## src/rtl/topaz_spi_master.sv

```systemverilog
// Byte-oriented SPI master, mode 0 (CPOL=0, CPHA=0), MSB first.
// One transfer per valid/ready handshake; the received word is returned with a one-cycle rx_valid pulse.
module topaz_spi_master #(
    parameter int CLK_DIV = 4,
    parameter int DATA_W  = 8
) (
    input  logic              sys_clk,
    input  logic              cpu_rst,
    input  logic [DATA_W-1:0] tx_data,
    input  logic              tx_valid,
    output logic              tx_ready,
    input  logic              cs_hold,
    output logic [DATA_W-1:0] rx_data,
    output logic              rx_valid,
    output logic              busy,
    output logic              spi_sck,
    output logic              spi_mosi,
    input  logic              spi_miso,
    output logic              spi_cs_n
);

    localparam int DIV_W = (CLK_DIV > 1) ? $clog2(CLK_DIV) : 1;
    localparam int BIT_W = $clog2(DATA_W + 1);
    localparam logic [DIV_W-1:0] DIV_LAST  = DIV_W'(CLK_DIV - 1);
    localparam logic [DIV_W-1:0] DIV_ONE   = DIV_W'(1);
    localparam logic [BIT_W-1:0] BITS_LAST = BIT_W'(DATA_W - 1);
    localparam logic [BIT_W-1:0] BITS_ONE  = BIT_W'(1);

    typedef enum logic {
        ST_IDLE = 1'b0,
        ST_XFER = 1'b1
    } state_t;

    state_t            r_state;
    state_t            w_next_state;
    logic [DIV_W-1:0]  r_div;
    logic [BIT_W-1:0]  r_bits;
    logic [DATA_W-1:0] r_tx_sh;
    logic [DATA_W-1:0] r_rx_sh;
    logic [DATA_W-1:0] r_rx_data;
    logic              r_rx_valid;
    logic              r_sck;
    logic              r_mosi;
    logic              r_cs_n;
    logic              w_accept;
    logic              w_tick;
    logic              w_rise;
    logic              w_fall;
    logic              w_done;
    logic [DATA_W-1:0] w_tx_shift;

    assign w_tx_shift = r_tx_sh << 1'b1;

    // State register
    always_ff @(posedge sys_clk or negedge cpu_rst) begin
        if (!cpu_rst) begin
            r_state <= ST_IDLE;
        end else begin
            r_state <= w_next_state;
        end
    end

    // Next-state decode plus SCK edge strobes derived from the half-period divider
    always_comb begin
        w_next_state = r_state;
        w_accept     = 1'b0;
        w_tick       = 1'b0;
        w_rise       = 1'b0;
        w_fall       = 1'b0;
        w_done       = 1'b0;
        case (r_state)
            ST_IDLE: begin
                w_accept = tx_valid;
                if (tx_valid) begin
                    w_next_state = ST_XFER;
                end else begin
                    w_next_state = ST_IDLE;
                end
            end
            ST_XFER: begin
                w_tick = (r_div == DIV_LAST);
                w_rise = w_tick && !r_sck;
                w_fall = w_tick && r_sck;
                w_done = w_fall && (r_bits == BITS_LAST);
                if (w_done) begin
                    w_next_state = ST_IDLE;
                end else begin
                    w_next_state = ST_XFER;
                end
            end
            default: begin
                w_next_state = ST_IDLE;
            end
        endcase
    end

    // Datapath: divider, shifters, pin registers and the completion pulse
    always_ff @(posedge sys_clk or negedge cpu_rst) begin
        if (!cpu_rst) begin
            r_div      <= '0;
            r_bits     <= '0;
            r_tx_sh    <= '0;
            r_rx_sh    <= '0;
            r_rx_data  <= '0;
            r_rx_valid <= 1'b0;
            r_sck      <= 1'b0;
            r_mosi     <= 1'b0;
            r_cs_n     <= 1'b1;
        end else begin
            r_rx_valid <= 1'b0;
            if (w_accept) begin
                r_tx_sh <= tx_data;
                r_mosi  <= tx_data[DATA_W-1];
                r_cs_n  <= 1'b0;
                r_sck   <= 1'b0;
                r_div   <= '0;
                r_bits  <= '0;
            end else if (r_state == ST_XFER) begin
                if (w_tick) begin
                    r_div <= '0;
                    r_sck <= !r_sck;
                end else begin
                    r_div <= r_div + DIV_ONE;
                end
                // MISO is sampled on the same sys_clk edge that raises SCK
                if (w_rise) begin
                    r_rx_sh <= {r_rx_sh[DATA_W-2:0], spi_miso};
                end
                if (w_fall) begin
                    r_bits <= r_bits + BITS_ONE;
                    if (w_done) begin
                        r_rx_data  <= r_rx_sh;
                        r_rx_valid <= 1'b1;
                        r_cs_n     <= !cs_hold;
                    end else begin
                        r_tx_sh <= w_tx_shift;
                        r_mosi  <= w_tx_shift[DATA_W-1];
                    end
                end
            end else if (!cs_hold) begin
                // A held chip select is released as soon as cs_hold drops in IDLE
                r_cs_n <= 1'b1;
            end
        end
    end

    assign tx_ready = (r_state == ST_IDLE);
    assign busy     = (r_state != ST_IDLE);
    assign rx_data  = r_rx_data;
    assign rx_valid = r_rx_valid;
    assign spi_sck  = r_sck;
    assign spi_mosi = r_mosi;
    assign spi_cs_n = r_cs_n;

endmodule

```

## config.mk

```make
export PLATFORM = sky130hd
export DESIGN_NAME = topaz_spi_master
export DESIGN_NICKNAME = d
export VERILOG_FILES = /design/src/rtl/topaz_spi_master.sv
export SDC_FILE = /design/constraint.sdc
export NUM_CORES = 1
export LEC_CHECK = 0
export ABC_CLOCK_PERIOD_IN_PS = 1900
export CAP_MARGIN = 20
export CORE_MARGIN = 4
export CORE_UTILIZATION = 60
export CTS_CLUSTER_DIAMETER = 150
export DETAILED_ROUTE_END_ITERATION = 6
export DONT_BUFFER_PORTS = 1
export PLACE_DENSITY_LB_ADDON = 0.3
export SYNTH_ARGS = -nofsm -noshare
export SYNTH_HDL_FRONTEND = slang
export SYNTH_SLANG_ARGS = --single-unit
```

## constraint.sdc

```tcl
create_clock -name sys_clk -period 1.9 [get_ports sys_clk]
set_input_delay 0.19 -clock sys_clk [delete_from_list [all_inputs] [get_ports sys_clk]]
set_output_delay 0.19 -clock sys_clk [all_outputs]
set_load 0.05 [all_outputs]
```

---- Yosys cells after proc, flatten, opt, wreduce, memory -nomap -nowiden ----
Index checks and enable logic that the tools add are counted.
operators by class
  add/subtract/negate cells ............... 2
  $mul .................................... 0
  div/mod/pow operators ................... 0
  $lt $le $gt $ge ......................... 0
  eq/ne operators ......................... 6
  shift operators ......................... 0
  mux-type cells .......................... 34
  bitwise operators ....................... 2
  reductions and logical operators ........ 14
operator list
  operator                                                         number
  7-bit two-way mux                                                4
  1-bit two-way mux                                                23
  4-bit two-way mux                                                3
  3-bit by 1-bit != test with 1-bit output, second input constant  3
  3-bit AND reduction                                              3
  2-bit two-way mux                                                3
  2-bit nonzero test                                               3
  4-bit by 1-bit adder with 4-bit output, second input constant    1
  4-bit by 3-bit == test with 1-bit output, second input constant  1
  2-bit AND reduction                                              2
  4-bit AND reduction                                              1
  1-bit logical AND                                                3
  2-bit by 1-bit adder with 2-bit output, second input constant    1
  2-bit == test, second input constant                             1
  1-bit zero test                                                  2
  2-bit != test, second input constant                             1
  1-bit NOT                                                        2
  1-bit case mux with 2 select lines                               1
storage, ports and cells
  register bits ........................... 34
  bits in latches ......................... 0
  RAM bits ................................ 0
  bits in read-only memories .............. 0
  input port bits ......................... 13
  output and inout port bits .............. 14
  logic and storage cells ................. 68
  memories kept ........................... 0

---- Longest topological paths before layout ----
  depth in word-level cells ............... 8
  gate-level depth with buffers ........... 6
  depth with buffers taken out ............ 4

---- Worst setup path before layout ----
No wires, ideal clock.
  path type ............................... reg2reg
  start ................................... register r_state, in the netlist busy
  end ..................................... register r_tx_sh[1]
  setup time .............................. 0.125 ns
  arrival ................................. 1.813 ns
  data required time ...................... 1.775 ns
  path slack .............................. -0.038 ns
  cell stages (with the launch flop) ...... 6
  buffers on the path ..................... 2
  clock period less this slack ............ 1.938 ns
  cell sequence ........................... dfrtp_1 -> buf_4 -> inv_2 -> o32a_1 -> buf_6 -> mux2_4
on the way
  cells in the longest elaborated chain, start to end .. 3
  elaborated cells on any way between the ends .. 8
  classes of those cells .................. eq/ne (1); mux (4); reduce/logical (3)
RTL lines
  what                                                                         line  text
  start: declaration                                                           34    state_t r_state;
  start signal: assignment                                                     59    r_state <= w_next_state;
  1-bit two-way mux                                                            71    case (r_state)
  2-bit != test (no source line) / 2-bit nonzero test (equally long branches)  n/a
  3-bit AND reduction (no source line)                                         n/a
  end signal: assignment                                                       112   r_tx_sh <= tx_data;
  end signal: assignment                                                       136   r_tx_sh <= w_tx_shift;
  end: declaration                                                             38    logic [DATA_W-1:0] r_tx_sh;
Parallel ways exist; a longest one is shown, timed or not.
A chain may end at the register's enable or synchronous reset.

---- Worst setup path after layout ----
  start ................................... register r_div[0]
  end ..................................... register r_rx_sh[1]
on the way
  cells in the longest elaborated chain, start to end .. 4
RTL lines
  what                                  line  text
  start: declaration                    36    logic [DIV_W-1:0] r_div;
  start signal: assignment              123   r_div <= r_div + DIV_ONE;
  2-bit == test                         81    w_tick = (r_div == DIV_LAST);
  1-bit logical AND                     82    w_rise = w_tick && !r_sck;
  1-bit two-way mux                     71
  3-bit AND reduction (no source line)  n/a
  end signal: assignment                127   r_rx_sh <= {r_rx_sh[DATA_W-2:0], spi_miso};
  end: declaration                      39    logic [DATA_W-1:0] r_rx_sh;
Every way passes these cells.

==> results.yml <==
global_route:
  grt_pass1_vias: 971
  antenna_found_initial: 0
  grt_pass1_wl_um: 4409
  grt_max_degree: 35
  groute.usage.overall_pct: 17.18
  gr-total-overflow: 0
worst_setup_path:
  timing.rr.start: "r_div[0]"
  worstSetupStartpointType: "flop"
  critPathCaptureType: "flop"
  required_ns: 2.12
  crit_fanout: 8
  r2r_cells: 4
  reg2reg_slack_ns: 0.17
  cp.arrival_ns: 1.94
  critPathKind: "reg2reg"
  r2r-end: "r_rx_sh[1]"
timing:
  fmax_ghz: 0.5790
  fin_crit_sh_pct: 90.90
  worstMarginPinSlew_ns: 0.5010
  fin_skew_ns: 0.01018
  hold_viol_final: 0
  report.final.slew_viol_count: 0
  fin_tns_setup_ns: 0
  finalSetupViolCount: 0
  whs_ns: 0.03032
  period_needed_ns: 1.727
  grt_setup_unrepaired: "no"
  slew_headroom_pct: 66.48
finish:
  design_area_um2: 1748
  area_growth_pct: 13.76
  final_nets: 139
  layout_common_cells: "dfrtp_1 (32), mux2_2 (23), nand2_1 (9)"
  insertedDiodeCount: 0
  drive_gt1_share_pct: 44.00
  final_common_cell: "dfrtp_1"
power_and_ir_drop:
  finalPower_uw: 2748
  p_leak_uw: 0.0007977
  p_per_area_nw_per_um2: 1572
  max-vdd-ir-drop_mv: 1.096
routing:
  firstDrtPassIters: 3
  wire_per_inst_um: 16.26
  drtAntennaViolNets: 0
  drt_wl_total_um: 2521
  drc: 0
  drt_iter0_markers: 22
  num_vias: 898
  vias_per_cell: 5.794
clocking:
  cts_tree: "built"
  clkSlewWorstSetupHoldPaths_ns: 0.11
  cts_buffer_depth: 2
  cts_sinks: 34
  numCtsBuffers: 5
  clkLatencyLatePin_ns: 0.33
  htreeDepth: 2
  cts_root_buffer: "clkbuf_4"
  cts_setup_buffers: 0
synth:
  ys_warn_count: 0
  synthDistinctLibCells: 32
  synth_seq_cells: 34
  synth_area_per_cell_um2: 13.84
  ys_seq_area_share_pct: 55.46
  syn_nets: 126
  synthCells: 111
  syn_area_um2: 1536
floorplanning:
  boundaryPins: 27
  initial_core_util_pct: 62.59
  rows: 18
  die_area_um2: 3435
  die_w_um: 58.61
  die_height_um: 58.61
  core_area_um2: 2455
place:
  port_buffers: 0
  finalWeightedCongestion: 0.7542
  placed_area_um2: 1599
  dp_hpwl_um: 1776
worst_hold_path:
  min_from: "cs_hold"
  holdPathEnd: "spi_cs_n"
  hold_path.class: "in2reg"
  holdPathStages: 2
run:
  drv_cap: 0
outcome:
  status: "completed"
-- critical path: stages (launching register included) --
cell and delay, ns:
dfrtp_1 0.39, ha_2 0.26, inv_1 0.08, or3_1 0.55
mux2_2 0.34
-- final cells by class --
type	count	area [um2]
flip-flops and latches	34	853.3
fillers	177	706.9
multi-input cells	71	650.6
repair buffers	10	92.59
clock inverters	3	68.82
clock buffers	5	37.54
well taps	30	37.54
inverters	2	7.507
-- sequential cells by signal (all words and copies together), names as in the netlist, 2 cells and up --
| signal | cells |
|---|---|
| r_bits | 4 |
| r_div | 2 |
| r_rx_sh | 8 |
| r_tx_sh | 7 |
| rx_data | 8 |
-- through the flow --
stage                     util, %  cells  worst slack, ns
after floorplan                 -    111          0.08451
after global placement      65.14    144           0.1990
after detailed placement    65.14    144           0.1225
after CTS                   71.10    155          0.09616
after global routing        71.20    155          0.06433
final                       71.20    155           0.1730
-- Yosys cell counts, drive strengths merged --
cell	number	area share (%)
and3	1	0.49
a32o	1	0.65
o32a	1	0.65
ha	2	1.6
inv	2	0.49
nor3	1	1.1
nor2	2	0.49
or3	2	0.90
o22ai	1	0.41
nand2	9	2.2
mux2	30	24
nor2b	2	0.81
xor2	2	1.1
mux2i	2	1.3
o211ai	1	0.49
nand2b	2	0.81
o21ai	5	1.6
dfrtp	33	54
dfstp	1	1.7
buf	4	1.9
nand3	2	0.98
xnor2	1	0.57
a311oi	1	0.57
o21ba	1	0.65
o31ai	1	0.49
o311ai	1	0.57
-- kinds of logic (layout without fill, tap and decap cells) --
group | after synthesis | after routing | share of synthesized area, %
buf+inv | 6 | 20 | 2.361
compound gates | 13 | 13 | 6.108
fa+ha+maj | 2 | 2 | 1.628
simple gates | 21 | 21 | 7.737
flops | 34 | 34 | 55.46
mux | 32 | 32 | 25.00
xor+xnor | 3 | 3 | 1.710
-- routing by layer --
layer	track usage [%]	wire (um)
met4	5.825	40
met5	0	0
met1	19.65	1097
met2	29.51	1222
met3	6.579	160
-- report_power, final --
part | switching [uW] | internal, uW | total (uW)
clock network | 241 | 412 | 652
registers | 382 | 985 | 1370
logic | 310 | 418 | 728
-- what timing repair did --
item                                    in CTS  in global routing
resized for setup                            0                  1
hold buffers                                 3                  0
endpoints found under the setup margin       0                  2
hold endpoints to repair                    35                  0
-- worst max-delay path by stage --
stage | start | to | slack [ns] | cells past startpoint
3_3_place_gp | r_div[0] | r_rx_sh[4] | 0.20 | 4
3_5_place_dp | r_div[0] | r_rx_sh[1] | 0.12 | 4
4_1_cts | r_div[0] | r_tx_sh[1] | 0.1 | 4
2_1_floorplan | spi_sck | r_tx_sh[1] | 0.08 | 4
5_1_grt | r_div[0] | spi_cs_n | 0.06 | 5
6_report | r_div[0] | r_rx_sh[1] | 0.17 | 4
Power figures use the tool's default switching activity.
